File: config.mk
export PLATFORM = sky130hd
export DESIGN_NAME = pipe_ctrl_hazard
export DESIGN_NICKNAME = d
export VERILOG_FILES = /design/src/rtl/pipe_ctrl_hazard.sv
export SDC_FILE = /design/constraint.sdc
export NUM_CORES = 1
export LEC_CHECK = 0
export ABC_AREA = 1
export ABC_CLOCK_PERIOD_IN_PS = 1240
export BUFFER_PORTS_ARGS = -buffer_cell sky130_fd_sc_hd__buf_4
export CAP_MARGIN = 15
export CORE_MARGIN = 5
export CORE_UTILIZATION = 45
export CTS_CLUSTER_SIZE = 25
export DETAILED_ROUTE_END_ITERATION = 10
export GPL_TIMING_DRIVEN = 0
export PLACE_DENSITY_LB_ADDON = 0.25
export RECOVER_POWER = 25
export SLEW_MARGIN = 20
export SYNTH_ARGS = -nofsm -noshare
export SYNTH_HDL_FRONTEND = slang
export SYNTH_SLANG_ARGS = --single-unit
File: constraint.sdc
create_clock -name clk -period 1.24 [get_ports clk]
set_input_delay 0.124 -clock clk [delete_from_list [all_inputs] [get_ports clk]]
set_output_delay 0.124 -clock clk [all_outputs]
set_load 0.005 [all_outputs]
File: src/rtl/pipe_ctrl_hazard.sv
// pipe_ctrl_hazard: carries the decode control word through E, M and W,
// detects read-after-write hazards against in-flight destinations, inserts
// bubbles on stall/flush and counts retired instructions.
// Optional feature macro: CTRL_FWD_EN (adds forward selects, load-use-only stall).
module pipe_ctrl_hazard #(
    parameter int REGADDRW = 4,
    parameter int ALUCTRLW = 3,
    parameter int CNTW     = 16
) (
    input  logic                clk,
    input  logic                rst,
    input  logic                validD,
    input  logic                writeEnableDD,
    input  logic                writeDataEnableMD,
    input  logic                resultSelectorWBD,
    input  logic                data2SelectorED,
    input  logic                outFlagD,
    input  logic [ALUCTRLW-1:0] aluControlED,
    input  logic [REGADDRW-1:0] rs1D,
    input  logic [REGADDRW-1:0] rs2D,
    input  logic [REGADDRW-1:0] rdD,
    input  logic                flushE,
    output logic                stallF,
    output logic                stallD,
    output logic [ALUCTRLW-1:0] aluControlE,
    output logic                data2SelectorE,
    output logic [REGADDRW-1:0] rdE,
    output logic                writeDataEnableM,
    output logic                outFlagM,
    output logic [REGADDRW-1:0] rdM,
    output logic                writeEnableW,
    output logic                resultSelectorW,
    output logic [REGADDRW-1:0] rdW,
    output logic [CNTW-1:0]     retiredCount
`ifdef CTRL_FWD_EN
   ,output logic [1:0]          fwdAE,
    output logic [1:0]          fwdBE
`endif
);

    // Each stage only carries the fields still consumed downstream of it.
    typedef struct packed {
        logic                vld;
        logic                we;
        logic                wde;
        logic                rsel;
        logic                d2;
        logic                outf;
        logic [ALUCTRLW-1:0] alu;
        logic [REGADDRW-1:0] rd;
    } e_ctrl_t;

    typedef struct packed {
        logic                vld;
        logic                we;
        logic                wde;
        logic                rsel;
        logic                outf;
        logic [REGADDRW-1:0] rd;
    } m_ctrl_t;

    typedef struct packed {
        logic                vld;
        logic                we;
        logic                rsel;
        logic [REGADDRW-1:0] rd;
    } w_ctrl_t;

    e_ctrl_t       e_d, e_q;
    m_ctrl_t       m_q;
    w_ctrl_t       w_q;
    logic [CNTW-1:0] retired_d, retired_q;
    logic          bubble;

    // Hazard detection: full RAW against E and M, or load-use only with forwarding.
`ifdef CTRL_FWD_EN
    assign stallD = validD & e_q.vld & e_q.we & e_q.rsel &
                    ((e_q.rd == rs1D) | (e_q.rd == rs2D));
`else
    logic matchE, matchM;
    assign matchE = e_q.vld & e_q.we & ((e_q.rd == rs1D) | (e_q.rd == rs2D));
    assign matchM = m_q.vld & m_q.we & ((m_q.rd == rs1D) | (m_q.rd == rs2D));
    assign stallD = validD & (matchE | matchM);
`endif
    assign stallF = stallD;
    assign bubble = stallD | flushE | ~validD;

    // Next E contents: the decoded word, or an all-zero bubble.
    always_comb begin
        e_d = '0;
        if (!bubble) begin
            e_d.vld  = 1'b1;
            e_d.we   = writeEnableDD;
            e_d.wde  = writeDataEnableMD;
            e_d.rsel = resultSelectorWBD;
            e_d.d2   = data2SelectorED;
            e_d.outf = outFlagD;
            e_d.alu  = aluControlED;
            e_d.rd   = rdD;
        end
    end

    // Retired counter wraps naturally at 2^CNTW.
    always_comb begin
        retired_d = retired_q;
        if (w_q.vld) retired_d = retired_q + CNTW'(1);
    end

    // Stage registers and counter; M and W always advance, even on stall.
    always_ff @(posedge clk or posedge rst) begin
        if (rst) begin
            e_q       <= '0;
            m_q       <= '0;
            w_q       <= '0;
            retired_q <= '0;
        end else begin
            e_q       <= e_d;
            m_q       <= '{vld: e_q.vld, we: e_q.we, wde: e_q.wde, rsel: e_q.rsel,
                           outf: e_q.outf, rd: e_q.rd};
            w_q       <= '{vld: m_q.vld, we: m_q.we, rsel: m_q.rsel, rd: m_q.rd};
            retired_q <= retired_d;
        end
    end

`ifdef CTRL_FWD_EN
    logic [REGADDRW-1:0] rs1E_q, rs2E_q;

    // Source addresses follow the instruction into E for forward selection.
    always_ff @(posedge clk or posedge rst) begin
        if (rst) begin
            rs1E_q <= '0;
            rs2E_q <= '0;
        end else begin
            rs1E_q <= bubble ? '0 : rs1D;
            rs2E_q <= bubble ? '0 : rs2D;
        end
    end

    // Forward selects: M result wins over W result.
    always_comb begin
        fwdAE = 2'b00;
        fwdBE = 2'b00;
        if (m_q.vld & m_q.we & (m_q.rd == rs1E_q))      fwdAE = 2'b10;
        else if (w_q.vld & w_q.we & (w_q.rd == rs1E_q)) fwdAE = 2'b01;
        if (m_q.vld & m_q.we & (m_q.rd == rs2E_q))      fwdBE = 2'b10;
        else if (w_q.vld & w_q.we & (w_q.rd == rs2E_q)) fwdBE = 2'b01;
    end
`endif

    // Every stage output is qualified by its valid bit.
    assign aluControlE      = e_q.alu & {ALUCTRLW{e_q.vld}};
    assign data2SelectorE   = e_q.d2 & e_q.vld;
    assign rdE              = e_q.rd & {REGADDRW{e_q.vld}};
    assign writeDataEnableM = m_q.wde & m_q.vld;
    assign outFlagM         = m_q.outf & m_q.vld;
    assign rdM              = m_q.rd & {REGADDRW{m_q.vld}};
    assign writeEnableW     = w_q.we & w_q.vld;
    assign resultSelectorW  = w_q.rsel & w_q.vld;
    assign rdW              = w_q.rd & {REGADDRW{w_q.vld}};
    assign retiredCount     = retired_q;

endmodule

# After elaboration in Yosys (flattened, before gate mapping)
# Cells that the tools add are included.
# totals
output_inout_bits	38
elab_cells	45
register_bits	45
# op_classes
bitwise	20
n_eq_ne	4
add_sub_neg	1
mux	1
# op_table
operator	n
16-bit by 1-bit adder with 16-bit output, second input constant	1
4-bit == test	4
13-bit 2-to-1 mux	1
4-bit bitwise AND	3
1-bit bitwise AND	10
1-bit bitwise OR	5
3-bit bitwise AND	1
1-bit NOT	1

# Depth between registers and ports, before layout
# logic_depth
ltp_word	8
ltp_mapped	10

# Worst setup path before layout
# OpenSTA, ideal clock, no wires.
# synth_timing
kind	flip-flop to flip-flop
start	reg retired_q[0] (netlist: retiredCount[0])
end	reg retired_q[12] (netlist: retiredCount[12])
stages_incl_launch_ff	8
slack_ps	-99
setup_time_ps	125
arrival_ps	1214
path_cell_list	dfrtp_1 -> ha_1 -> nand2_1 -> nor2_2 -> nand3_2 -> nor2_2 -> nand3_1 -> xnor2_1
# synth_between
elab_chain_len	1
# synth_rtl
item	line_no	source
from (decl)	72	logic [CNTW-1:0] retired_d, retired_q;
from (signal assigned)	121	retired_q <= retired_d;
16-bit by 1-bit adder with 16-bit output	106	if (w_q.vld) retired_d = retired_q + CNTW'(1);
# Every way passes these cells.
# A chain may end at the register's enable or synchronous reset.

# Worst setup path after layout
# layout_timing
start	reg m_q[0] in the netlist's numbering
end	out stallF
# layout_between
elab_chain_len	5
word_cells_on_any_way	6
classes_between	eq/ne: 2; bitwise: 4
# layout_rtl
item	line_no	source
from (decl)	70	m_ctrl_t m_q;
from (signal assigned)	118	m_q <= '{vld: e_q.vld, we: e_q.we, wde: e_q.wde, rsel: e_q.rsel,
4-bit == test	82	assign matchM = m_q.vld & m_q.we & ((m_q.rd == rs1D) | (m_q.rd == rs2D));
1-bit bitwise OR (*)	82	
1-bit bitwise AND (*)	82	
1-bit bitwise OR (*)	83	assign stallD = validD & (matchE | matchM);
1-bit bitwise AND (*)	83	
to (decl)	23	output logic stallF,
# Every way passes the cells marked *; elsewhere a longest branch is shown, timed or not.

==> results.json <==
{
  "status": "complete, but fails checks",
  "violations": "negative setup slack",
  "vias": 1885,
  "whs_ps": 37.69,
  "crit_fanout": 4,
  "hold_viol_final": 0,
  "ant_nets": 0,
  "hp-class": "in2reg",
  "critPathCaptureType": "output pin",
  "relSlewSlack_pct": 67.50,
  "peakVddDrop_v": 0.0008913,
  "area_growth_pct": 53.87,
  "syn_area_um2": 2213,
  "synth_cell_types": 24,
  "grt_max_degree": 25,
  "final_common_cell": "nand2_1",
  "diodes": 0,
  "place_ws_ps": -194.3,
  "power_density_nw_per_um2": 1116,
  "startpoint": "m_q[0]$_DFF_PP0_",
  "layoutNonFillerInstCount": 433,
  "cts_tree": "yes",
  "grt_overflow": 0,
  "final_cell_mix": "nand2_1 (82), buf_4 (69), inv_1 (42)",
  "row_count": 25,
  "synth_edf_count": 0,
  "dp_cells": 399,
  "drive_gt1_share_pct": 47.81,
  "crit_required_ps": 1120,
  "multi_input_area_um2": 997.2,
  "worstHoldStart": "rdD[1]",
  "htree_levels": 2,
  "ys.flop_type": "dfrtp_1",
  "start_kind": "flop",
  "layout.nets": 390,
  "cts_inserted_buffers": 5,
  "slew_viol_final": 0,
  "fp.dieArea_um2": 6421,
  "hpwl_mm": 3.383,
  "cts.sinks": 45,
  "r2r_start": "m_q[0]$_DFF_PP0_",
  "firstDrtPassIters": 4,
  "drtIter0Drc": 52,
  "regArea_um2": 1139,
  "synth-seq-cells": 45,
  "coreArea_um2": 4755,
  "rsz0062_at_grt": "true",
  "initial_utilization_pct": 46.55,
  "fin_crit_sh_pct": 135.9,
  "clk_pin_slew_worst_paths_ps": 80,
  "grt_usage_pct": 16.14,
  "setup.worst_path.class": "reg2out",
  "p_leak_nw": 2.029,
  "period_minus_slack_ps": 1685,
  "fin_ws_ps": -445.1,
  "cts_root_buf": "clkbuf_8",
  "maxCapViolCount": 0,
  "arrival_ps": 1560,
  "ys_warn_count": 0,
  "fmax_mhz": 593.4,
  "grt_pass1_wl_mm": 8.086,
  "io_pins": 62,
  "gp_congestion": 0.8153,
  "die_w_um": 80.13,
  "clock_latency_ps": 290,
  "worst_pin_slew_ps": 486.8,
  "synth.net_count": 295,
  "synthArstFlopShare_pct": 100.0,
  "syn_avg_cell_area_um2": 8.198,
  "yosysSeqAreaShare_pct": 50.88,
  "die_h_um": 80.13,
  "netlist_instances": 270,
  "grt_pass1_vias": 1988,
  "num-fill-cells": 382,
  "finalSetupViolations": 26,
  "io_buffers": 61,
  "fin_skew_ps": 2.750,
  "clk_path_buf_depth": 2,
  "routed_wl_mm": 4.923,
  "antenna_found_initial": 0,
  "via_per_inst": 4.353,
  "routedWlPerCell_um": 11.37,
  "drc": 0
}
==> worst max-delay path: stages, from the launching register on <==
cell and delay (ps):
dfrtp_1 420, inv_2 60, nand2_1 60, nand2_1 50, nor2_1 120, nand2_1 60
nand2_1 70, nand2_2 80, a21oi_2 160, buf_4 130, buf_6 80
==> synthesized netlist by cell type (2+ instances only) <==
cell,count,share of area [%]
dfrtp_1,45,51
nand2_1,98,17
xnor2_1,5,2.0
nor2_4,9,4.6
nor2_1,18,3.1
inv_1,55,9.3
xor2_1,8,3.2
nand3_1,2,0.45
a21oi_1,2,0.45
nand4_1,3,0.85
nand2_2,4,1.1
nor2_2,3,0.85
inv_2,7,1.2
==> flip-flops by register name (all words and copies together), names as in the netlist <==
name and cells:
retiredCount 16, e_q 13, m_q 9, w_q 7
==> cell type report <==
class                      instances  share of cell area, %
buffer                             4                  1.580
timing repair buffer              88                  22.89
clock inverter                     2                  1.102
multi-input combinational        159                  29.28
inverter                          62                  6.833
sequential                        45                  33.43
tap                               67                  2.461
clock buffer                       6                  2.425
==> timing repair <==
item                       CTS  global route
gates resized for setup     32            54
pin swaps                   23            19
hold buffers                 1             0
buffers inserted            16             8
gates cloned                 2             0
hold endpoints to repair    21             0
setup endpoints to repair   26            44
==> metal layers <==
layer | up-vias | part of all wire (%) | GRT usage [%]
li1 | 961 | - | -
met1 | 866 | 38 | 16.15
met2 | 50 | 54 | 31.13
met3 | 8 | 6.0 | 4.821
met4 | 0 | 1.6 | 5.574
met5 | - | 0 | 0
==> cell families (layout without fill, tap and decap cells) <==
kind of cell / Yosys count / count (layout) / synth area share [%]
and+or+nand+nor: 142 / 142 / 30.30
buffers and inverters: 66 / 162 / 12.15
DFF: 45 / 45 / 50.88
xor gates and xnor gates: 13 / 13 / 5.144
AOI/OAI and AO/OA: 3 / 3 / 0.9610
adders and majority gates: 1 / 1 / 0.5652
==> power breakdown <==
part	internal (mW)	total (mW)	switching, mW
registers	1.60	1.77	0.169
clock network	0.655	1.14	0.482
logic	0.515	0.899	0.384
==> stage by stage <==
stage          TNS (ps)  power, mW  area [um^2]  util [%]
5_1_grt           -6659      4.031         3406     71.63
6_report          -3877      3.802         3406     71.63
3_5_place_dp      -2189      2.317         2796     58.82
2_1_floorplan    -127.8      2.023         2227         -
3_3_place_gp     -24980      2.281         2769     58.24
4_1_cts           -3964      3.662         3188     67.05
==> worst paths after layout <==
kind | end | slack, ps | cells past startpoint
max in group asynchronous | retiredCount[11]$_DFFE_PP0P_ | 340 | 4
worst max register to register | e_q[3]$_DFF_PP0_ | -220 | 11
worst min register to register | m_q[6]$_DFF_PP0_ | 350 | 0
worst min-delay path | e_q[1]$_DFF_PP0_ | 40 | 3
min in group asynchronous | m_q[6]$_DFF_PP0_ | 410 | 3
worst max-delay path | stallF | -450 | 10
Power figures use the tool's default switching activity.
